$ cat src/rtl/hazard_unit_mc.sv
// Hazard/forwarding unit for the 5-stage MIPS pipeline with a memory-wait FSM and watchdog.
// Optional stall performance counters are built when HAZ_PERF_CNT_EN is defined.
module hazard_unit_mc #(
    parameter int RA_W        = 5,
    parameter int TO_W        = 8,
    parameter int MEM_TIMEOUT = 200,
    parameter int CNT_W       = 16
) (
    input  logic             clk,
    input  logic             reset,
    input  logic [RA_W-1:0]  rsd,
    input  logic [RA_W-1:0]  rtd,
    input  logic [RA_W-1:0]  rse,
    input  logic [RA_W-1:0]  rte,
    input  logic [RA_W-1:0]  writerege,
    input  logic [RA_W-1:0]  writeregm,
    input  logic [RA_W-1:0]  writeregw,
    input  logic             regwritee,
    input  logic             regwritem,
    input  logic             regwritew,
    input  logic             memtorege,
    input  logic             memtoregm,
    input  logic             branchd,
    input  logic             memreqm,
    input  logic             memready,
    output logic             stallf,
    output logic             stalld,
    output logic             stalle,
    output logic             stallm,
    output logic             stallw,
    output logic             flushe,
    output logic             forwardad,
    output logic             forwardbd,
    output logic [1:0]       forwardae,
    output logic [1:0]       forwardbe,
    output logic             mem_busy,
    output logic             mem_timeout,
    output logic [CNT_W-1:0] perf_lw,
    output logic [CNT_W-1:0] perf_br,
    output logic [CNT_W-1:0] perf_mem
);

    typedef enum logic {
        S_IDLE,
        S_WAIT
    } state_t;

    localparam logic [TO_W-1:0] TIMEOUT_LIM = TO_W'(MEM_TIMEOUT);

    state_t          state;
    state_t          state_next;
    logic [TO_W-1:0] wd_cnt;
    logic [TO_W-1:0] wd_cnt_next;
    logic            memstall;
    logic            timeout_hit;
    logic            lwstall;
    logic            brstall;

    // Register 0 is hard-wired, so a match on it never forwards or stalls.
    function automatic logic reg_match(input logic [RA_W-1:0] src,
                                       input logic [RA_W-1:0] dst,
                                       input logic            en);
        return en && (src != '0) && (src == dst);
    endfunction

    always_comb begin
        lwstall = reg_match(rsd, rte, memtorege) || reg_match(rtd, rte, memtorege);
        brstall = branchd && (reg_match(rsd, writerege, regwritee) ||
                              reg_match(rtd, writerege, regwritee) ||
                              reg_match(rsd, writeregm, memtoregm) ||
                              reg_match(rtd, writeregm, memtoregm));
    end

    always_comb begin
        // NOTE: every output of this block gets a default first so no path leaves it unassigned (no latch).
        state_next  = state;
        wd_cnt_next = wd_cnt;
        memstall    = 1'b0;
        timeout_hit = 1'b0;
        case (state)
            S_IDLE: begin
                if (memreqm && !memready) begin
                    memstall   = 1'b1;
                    state_next = S_WAIT;
                end
            end
            S_WAIT: begin
                if (memready) begin
                    state_next  = S_IDLE;
                    wd_cnt_next = '0;
                end else if (wd_cnt >= TIMEOUT_LIM) begin
                    // Forced release: let the pipeline move on and flag the hang.
                    timeout_hit = 1'b1;
                    state_next  = S_IDLE;
                    wd_cnt_next = '0;
                end else begin
                    memstall    = 1'b1;
                    wd_cnt_next = wd_cnt + TO_W'(1);
                end
            end
            default: state_next = S_IDLE;
        endcase
    end

    always_ff @(posedge clk) begin
        // NOTE: state registers use non-blocking assignments so all flops update from pre-edge values.
        if (reset) begin
            state       <= S_IDLE;
            wd_cnt      <= '0;
            mem_timeout <= 1'b0;
        end else begin
            state  <= state_next;
            wd_cnt <= wd_cnt_next;
            if (timeout_hit) begin
                mem_timeout <= 1'b1;
            end
        end
    end

    assign mem_busy = (state == S_WAIT);

    always_comb begin
        stallf    = 1'b0;
        stalld    = 1'b0;
        stalle    = 1'b0;
        stallm    = 1'b0;
        stallw    = 1'b0;
        flushe    = 1'b0;
        forwardad = 1'b0;
        forwardbd = 1'b0;
        forwardae = 2'b00;
        forwardbe = 2'b00;
        if (!reset) begin
            stallf    = lwstall | brstall | memstall;
            stalld    = lwstall | brstall | memstall;
            stalle    = memstall;
            stallm    = memstall;
            stallw    = memstall;
            // A frozen E stage keeps its instruction; bubbling it would lose it.
            flushe    = (lwstall | brstall) & !memstall;
            forwardad = reg_match(rsd, writeregm, regwritem);
            forwardbd = reg_match(rtd, writeregm, regwritem);
            if (reg_match(rse, writeregm, regwritem)) begin
                forwardae = 2'b10;
            end else if (reg_match(rse, writeregw, regwritew)) begin
                forwardae = 2'b01;
            end
            if (reg_match(rte, writeregm, regwritem)) begin
                forwardbe = 2'b10;
            end else if (reg_match(rte, writeregw, regwritew)) begin
                forwardbe = 2'b01;
            end
        end
    end

`ifdef HAZ_PERF_CNT_EN
    logic [CNT_W-1:0] lw_q;
    logic [CNT_W-1:0] br_q;
    logic [CNT_W-1:0] mem_q;

    // Saturating counters: each sticks at all-ones instead of wrapping.
    always_ff @(posedge clk) begin
        if (reset) begin
            lw_q  <= '0;
            br_q  <= '0;
            mem_q <= '0;
        end else begin
            if (lwstall && !memstall && (lw_q != '1)) begin
                lw_q <= lw_q + CNT_W'(1);
            end
            if (brstall && !memstall && !lwstall && (br_q != '1)) begin
                br_q <= br_q + CNT_W'(1);
            end
            if (memstall && (mem_q != '1)) begin
                mem_q <= mem_q + CNT_W'(1);
            end
        end
    end

    assign perf_lw  = lw_q;
    assign perf_br  = br_q;
    assign perf_mem = mem_q;
`else
    assign perf_lw  = '0;
    assign perf_br  = '0;
    assign perf_mem = '0;
`endif

endmodule

$ cat config.mk
export PLATFORM = sky130hd
export DESIGN_NAME = hazard_unit_mc
export DESIGN_NICKNAME = d
export VERILOG_FILES = /design/src/rtl/hazard_unit_mc.sv
export SDC_FILE = /design/constraint.sdc
export NUM_CORES = 1
export LEC_CHECK = 0
export CAP_MARGIN = 40
export CORE_MARGIN = 4
export CORE_UTILIZATION = 37
export DETAILED_ROUTE_END_ITERATION = 8
export MAX_ROUTING_LAYER = met4
export PLACE_DENSITY = 0.92
export SYNTH_ARGS = -nofsm -noshare
export SYNTH_HDL_FRONTEND = slang
export SYNTH_SLANG_ARGS = --single-unit
$ cat constraint.sdc
create_clock -name clk -period 3.8 [get_ports clk]
set_input_delay 1.14 -clock clk [delete_from_list [all_inputs] [get_ports clk]]
set_output_delay 1.14 -clock clk [all_outputs]
set_load 0.01 [all_outputs]
[Word level (Yosys, flattened, before mapping)]
Index checks and enable logic that the tools add are counted.
Word-level totals
  bits in registers: 10
  word-level logic and storage cells: 75
Cells by class
  $add $sub $neg: 1
  order comparisons: 1
  eq/ne operators: 10
  muxes and demuxes: 20
  bitwise gates (word level): 4
  reduce and logical (&&, ||, !) cells: 36
Operator list (count)
  == test 5 bit: 10
  logical AND 1 bit: 26
  nonzero test 5 bit: 4
  2-to-1 mux 8 bit: 2
  2-to-1 mux 1 bit: 13
  adder 8 x 1 -> 8 bit, second input constant: 1
  greater-or-equal comparator 8 bit, second input constant: 1
  2-to-1 mux 2 bit: 4
  logical OR 1 bit: 4
  logical NOT 1 bit: 2
  OR 1 bit: 2
  case mux 1 bit (2 select lines): 1
  bitwise AND 1 bit: 1
  inverter 1 bit: 1

[Depth between registers and ports, before layout]
Gate-level depths: netlist of run 1.
  depth in word-level cells: 10
  gate-level depth with buffers: 7

[Least setup slack after synthesis of run 1]
Ideal clock, no wire load.
  path kind: input -> output
  start point: input rtd[0]
  end point: output stallf
  arrival time: 2.426 ns
  required time: 2.660 ns
  path slack: 0.234 ns
  cell stages on the path: 7
  path through: clkbuf_1 > xnor2_1 > nand2_1 > nor3_1 > o211ai_2 > a31oi_1 > buf_4
On the way
  cells in the longest elaborated chain, start to end: 10
RTL lines
  start: declaration: line 12  | input logic [RA_W-1:0] rtd,
  nonzero test 5 bit: line 63  | return en && (src != '0) && (src == dst);
  logical AND 1 bit (2 in a row): line 63
  logical OR 1 bit: line 68  | brstall = branchd && (reg_match(rsd, writerege, regwritee) ||
  logical OR 1 bit: line 69  | reg_match(rtd, writerege, regwritee) ||
  logical OR 1 bit: line 70  | reg_match(rsd, writeregm, memtoregm) ||
  logical AND 1 bit: line 68
  OR 1 bit * (2 in a row)
  2-to-1 mux 1 bit *
  end: declaration: line 26  | output logic stallf,
Mark *: on every way between the ends. The rest lies on a longest branch, timed or not.

[Worst setup path in the final report of run 1]
  start point: input writerege[0]
  end point: output flushe
On the way
  cells in the longest elaborated chain, start to end: 9
RTL lines
  start: declaration: line 15  | input logic [RA_W-1:0] writerege,
  == test 5 bit: line 63
  logical AND 1 bit: line 63
  logical OR 1 bit *: line 68
  logical OR 1 bit *: line 69
  logical OR 1 bit *: line 70
  logical AND 1 bit *: line 68
  OR 1 bit *: line 140  | flushe = (lwstall | brstall) & !memstall;
  bitwise AND 1 bit *: line 140
  2-to-1 mux 1 bit *: line 133  | if (!reset) begin
  end: declaration: line 31  | output logic flushe,
Marked as above.

==> flow_summary_export.csv, run 1 <==
group,metric,value,unit
layout,multi_input_area,1254,um^2
synth,ys_seq_elements,10,
clock_tree,cts_root_buf,"clkbuf_8",
layout,fin_cells,341,
detailed_routing,drtIter0Drc,13,
power,finalPower,0.4538,mW
timing,finalSetupViolCount,0,
die,start_util,39.34,%
detailed_routing,dr_total_vias,1584,
synth,synthesis.area,1630,um^2
layout,antenna_cells,0,
grt,antenna_found_initial,0,
timing,fmax,264.5,MHz
placed_design,place_congestion,0.8798,
timing,final-hold-violation-count,0,
synth,synth_cell_types,35,
die,fp.coreArea,4144,um^2
timing,slew_viol_final,0,
critical_path,cp.required,2660,ps
grt,grt_overflow,0,
synth,yosys_warnings,0,
clock_tree,clkSlewWorstSetupHoldPaths,50,ps
grt,grt_pass1_wl,7093,um
detailed_routing,post_drt_via_cell_ratio,4.645,
layout,syn_to_final_growth,43.59,%
critical_path,worst-setup-path-type,"in -> out",
critical_path,startpoint_type,"input pin",
min_path,hold_path_class,"reg -> reg",
detailed_routing,wl_per_cell,13.65,um
detailed_routing,drt_first_pass_iters,4,
layout,nets,339,
layout,mostFrequentLayoutCells,"48 x conb_1, 41 x xnor2_1, 38 x buf_4, 21 x clkdlybuf4s50_1, 19 x dlygate4sd2_1",
clock_tree,cts_tree,"yes",
synth,postSynthCellCount,207,
synth,yosysSeqAreaShare,12.28,%
critical_path,arrival,2640,ps
power,max-vdd-ir-drop,0.0001144,V
critical_path,path_max_fanout,2,
placed_design,dp.cells,331,
placed_design,place_hpwl,3787,um
detailed_routing,route.detailed.drc,0,
grt,grt_start_max_net_pins,13,
die,die_h,74.38,um
die,core.rowCount,23,
detailed_routing,finalWirelength,4654,um
clock_tree,cts_buffers,3,
layout,final_common_cell,"conb_1",
timing,fin_crit_sh,99.51,%
layout,drive_above_1_share,29.90,%
clock_tree,h-tree-depth,1,
outcome,status,"finished clean",
timing,fin_crit,3781,ps
power,power.leakage,1.024,nW
detailed_routing,ant_nets,0,
grt,grt_pass1_vias,1559,
placed_design,place_area,2243,um^2
placed_design,io_buffers,58,
layout,design_area,2341,um^2
clock_tree,clock-sinks,10,
flow_run,drv_cap,0,
grt,grtUsageTotal,16.78,%
clock_tree,cts_max_path_buffers,2,
synth,avgSynthCellArea,7.876,um^2
die,chipWidth,74.38,um
clock_tree,clkLatencyLatePin,240,ps
timing,fin_skew,2.674,ps
die,ios,107,
power,p_per_area,193.8,nW/um^2
layout,nFillCells,370,
die,dieArea,5532,um^2
critical_path,endpoint_kind,"output pin",
layout,regArea,200.2,um^2
## report_power, final
| group | internal, mW | total [mW] | leakage (nW) | switching [mW] |
|---|---|---|---|---|
| registers | 0.106 | 0.109 | 0.0808 | 0.00254 |
| clock network | 0.0913 | 0.136 | 0.0288 | 0.0444 |
| logic | 0.103 | 0.209 | 0.914 | 0.107 |
| total | 0.300 | 0.454 | 1.02 | 0.153 |
## stage by stage
step,util (%),setup slack [ps],TNS [ps],hold WS (ps)
global route,56.49,-8.412,-15.46,501.3
detailed placement,54.14,-639.9,-5447,464.0
CTS,56.01,0.9865,0,475.8
global placement,54.14,-610.8,-4919,448.6
finish,56.49,18.62,0,469.2
floorplan,-,234.2,0,437.0
## final cells by class
class	count	area share, %
clock buffer	4	2.352
inverter	3	0.4810
tap	50	2.672
sequential	10	8.552
timing repair buffer	96	32.39
multi-input combinational	178	53.55
## worst max-delay path, cell delays in order
cell,delay (ps)
clkdlybuf4s50_1,450
xor2_1,170
nor4_2,350
o21ai_2,110
a311oi_1,230
buf_2,190
## metal layers
metal	vias up	wire length, um	global-route usage (%)
met5	-	0	-
met4	0	99	5.138
met3	13	272	1.081
met2	74	2608	32.78
met1	740	1673	17.68
li1	757	-	-
## sequential cells by signal, summed over array words and instances (netlist names)
signal,cells
mem_timeout,1
wd_cnt,8
mem_busy,1
## cells by family (layout without fill, tap and decap cells)
| kind of cell | Yosys count | after routing | share of synthesized area (%) |
|---|---|---|---|
| adder cells (fa/ha/maj) | 2 | 2 | 1.535 |
| other | 1 | 48 | 0.2300 |
| AND/OR/NAND/NOR | 58 | 58 | 20.95 |
| XOR/XNOR | 56 | 56 | 30.08 |
| flip-flops | 10 | 10 | 12.28 |
| buffers and inverters | 66 | 103 | 28.09 |
| AO/OA/AOI/OAI | 14 | 14 | 6.831 |
## path summary, 6_finish.rpt
path | endpoint | depth (start not counted) | startpoint | slack [ps]
hold / removal | mem_timeout | 2 | mem_timeout | 470
setup reg to reg | mem_busy | 4 | wd_cnt[4] | 2410
hold reg to reg | mem_timeout | 2 | mem_timeout | 470
setup / recovery | flushe | 6 | writerege[0] | 20
## Yosys cell counts (all sizes together)
cell	count	area (um^2)
conb	1	3.750
nand4	9	56.30
inv	3	11.26
xnor2	44	385.4
ha	2	25.02
a311oi	1	8.760
and3	1	6.260
nand2	8	30.03
nor2	14	65.06
nor2b	6	37.54
nor4	8	62.56
nor3	2	10.01
a31oi	2	12.51
clkbuf	6	22.52
o211ai	3	37.54
dfxtp	10	200.2
a21oi	2	10.01
a211oi	1	7.510
o21ai	2	10.00
buf	57	424.2
nand2b	2	12.51
xor2	12	105.1
o32ai	1	8.760
or4	4	41.29
o22ai	1	6.260
o311a	1	10.01
nand3	4	20.02
## timing repair
item	CTS	global route
endpoints found under the setup margin	12	8
gates resized for setup	77	29
buffers inserted	4	2
pin swaps	16	15
hold buffers	0	0
Power figures use the tool's default switching activity.
==> inputs of run 2 (changes only) <==
--- a/config.mk
+++ b/config.mk
@@ -9,6 +9,7 @@
 export CORE_MARGIN = 4
 export CORE_UTILIZATION = 37
 export DETAILED_ROUTE_END_ITERATION = 8
+export GPL_TIMING_DRIVEN = 0
 export MAX_ROUTING_LAYER = met4
 export PLACE_DENSITY = 0.92
 export SYNTH_ARGS = -nofsm -noshare
==> flow_summary_export.csv, run 2 (same netlist as run 1, synthesis figures left out) <==
group,metric,value,unit
timing,final-hold-violation-count,0,
layout,largest_reg_flops,8,
timing,slew_viol_final,0,
layout,syn_to_final_growth,50.81,%
power,max-vdd-ir-drop,0.00009667,V
critical_path,endpoint_kind,"output pin",
flow_run,drv_cap,0,
timing,finalSetupViolCount,1,
die,fp.coreArea,4144,um^2
grt,grt_start_max_net_pins,11,
critical_path,critical_path_buf_inv_count,3,
die,ios,107,
power,p_per_area,176.5,nW/um^2
critical_path,cp_top_family,"simple AND/OR/NAND/NOR gates",
detailed_routing,drtIter0Drc,25,
critical_path,worst-setup-path-type,"in -> out",
clock_tree,clkLatencyLatePin,230,ps
clock_tree,cts_buffers,3,
layout,fin_cells,359,
grt,antenna_found_initial,0,
grt,grtUsageTotal,14.35,%
outcome,status,"complete, but fails checks",
die,die_h,74.38,um
clock_tree,cts_tree,"yes",
critical_path,max_stage_delay,560,ps
timing,grt_setup_unrepaired,"true",
layout,nets,358,
detailed_routing,drt_first_pass_iters,4,
critical_path,cp.required,2660,ps
detailed_routing,route.detailed.drc,0,
outcome,violations,"setup timing",
timing,maxSlewHeadroom,60.49,%
grt,grt_pass1_wl,6251,um
placed_design,dp.cells,351,
layout,post-route-util,59.33,%
die,chipWidth,74.38,um
timing,fin_crit_sh,100.8,%
timing,fmax,261.1,MHz
clock_tree,clock-sinks,10,
layout,regMostFlops,"wd_cnt",
power,finalPower,0.4340,mW
detailed_routing,wl_per_cell,11.73,um
layout,final_common_cell,"buf_4",
detailed_routing,ant_nets,0,
critical_path,startpoint_type,"input pin",
critical_path,critPathSlowestCell,"or4_4",
critical_path,crit_top_cell,"buf_4",
critical_path,arrival,2690,ps
detailed_routing,dr_total_vias,1522,
grt,grt_pass1_vias,1396,
die,start_util,39.34,%
critical_path,worstPathCellList,"buf_4 -> or4_4 -> nor2_4 -> nor3_2 -> o211ai_2 -> a31oi_2 -> buf_4 -> buf_2",
clock_tree,h-tree-depth,1,
timing,fin_skew,2.089,ps
layout,antenna_cells,0,
critical_path,path_max_fanout,4,
clock_tree,cts_max_path_buffers,2,
timing,tightest_slew,592.6,ps
grt,grt_overflow,0,
power,power.leakage,1.190,nW
placed_design,place_congestion,0.8810,
die,dieArea,5532,um^2
placed_design,place_hpwl,3422,um
clock_tree,clkSlewWorstSetupHoldPaths,50,ps
timing,fin_crit,3830,ps
min_path,hold_path_class,"reg -> reg",
layout,drive_above_1_share,34.63,%
detailed_routing,finalWirelength,4212,um
die,core.rowCount,23,
layout,mostFrequentLayoutCells,"59 x buf_4, 48 x conb_1, 44 x xnor2_1, 15 x clkdlybuf4s50_1, 12 x xor2_1",
clock_tree,cts_root_buf,"clkbuf_8",
placed_design,io_buffers,47,
timing,fin_ws,-30.41,ps
detailed_routing,post_drt_via_cell_ratio,4.240,
-- run 2: changes by cell type in the layout (fill, tap and decap cells not counted), sizes merged --
cell           before  now
buf                48   73
dlymetal6s2s        0    8
clkbuf             11   13
clkdlybuf4s50      21   15
dlygate4sd2        19    8
-- run 2: worst register-to-register path: stages, from the launching register on --
cell and delay (ps):
dfxtp_1 350, clkbuf_1 350, nor2_1 110, a211oi_2 260, nor2b_4 210, buf_4 120
-- run 2: metrics by stage --
stage | hold WS (ps) | worst slack (ps) | setup TNS (ps) | cell area (um^2)
floorplan | 437.0 | 234.2 | 0 | 1807
global placement | 449.2 | -727.8 | -4967 | 2340
detailed placement | 463.2 | -769.4 | -5214 | 2340
CTS | 473.8 | -178.8 | -323.3 | 2399
global route | 509.2 | -122.0 | -123.6 | 2459
finish | 467.7 | -30.41 | -30.41 | 2459
-- run 2: path summary, 6_finish.rpt --
path / cells after the start / to / slack (ps) / from
max reg2reg: 5 / mem_busy / 2350 / mem_busy
min reg2reg: 2 / mem_timeout / 470 / mem_timeout
max: 8 / stallf / -30 / rsd[3]
min: 2 / mem_timeout / 470 / mem_timeout
-- run 2: per-layer routing --
layer | part of all wire [%] | routed length (um) | track usage (%) | vias to the layer above
li1 | - | - | - | 788
met1 | 37 | 1578 | 15.78 | 668
met2 | 55 | 2308 | 27.22 | 62
met3 | 6.8 | 285 | 1.081 | 4
met4 | 0.93 | 39 | 4.150 | 0
met5 | 0 | 0 | - | -
-- run 2: where the power goes --
part	switching, mW	internal (mW)	total, mW
clock network	0.0384	0.0691	0.107
registers	0.00131	0.107	0.108
logic	0.104	0.114	0.219
-- run 2: final cells by class --
type	count	area, um^2
plain buffers	63	449.2
clock buffers	3	41.29
fillers	383	1685
inverters	3	11.26
multi-input cells	178	1244
flip-flops and latches	10	200.2
well taps	50	62.56
repair buffers	52	450.4
-- run 2: what timing repair did --
item                       4_1_cts  5_1_grt
setup endpoints to repair       12        8
pin swaps                        7       17
setup buffers                    2        3
gates resized for setup         57       39
hold buffers                     0        0
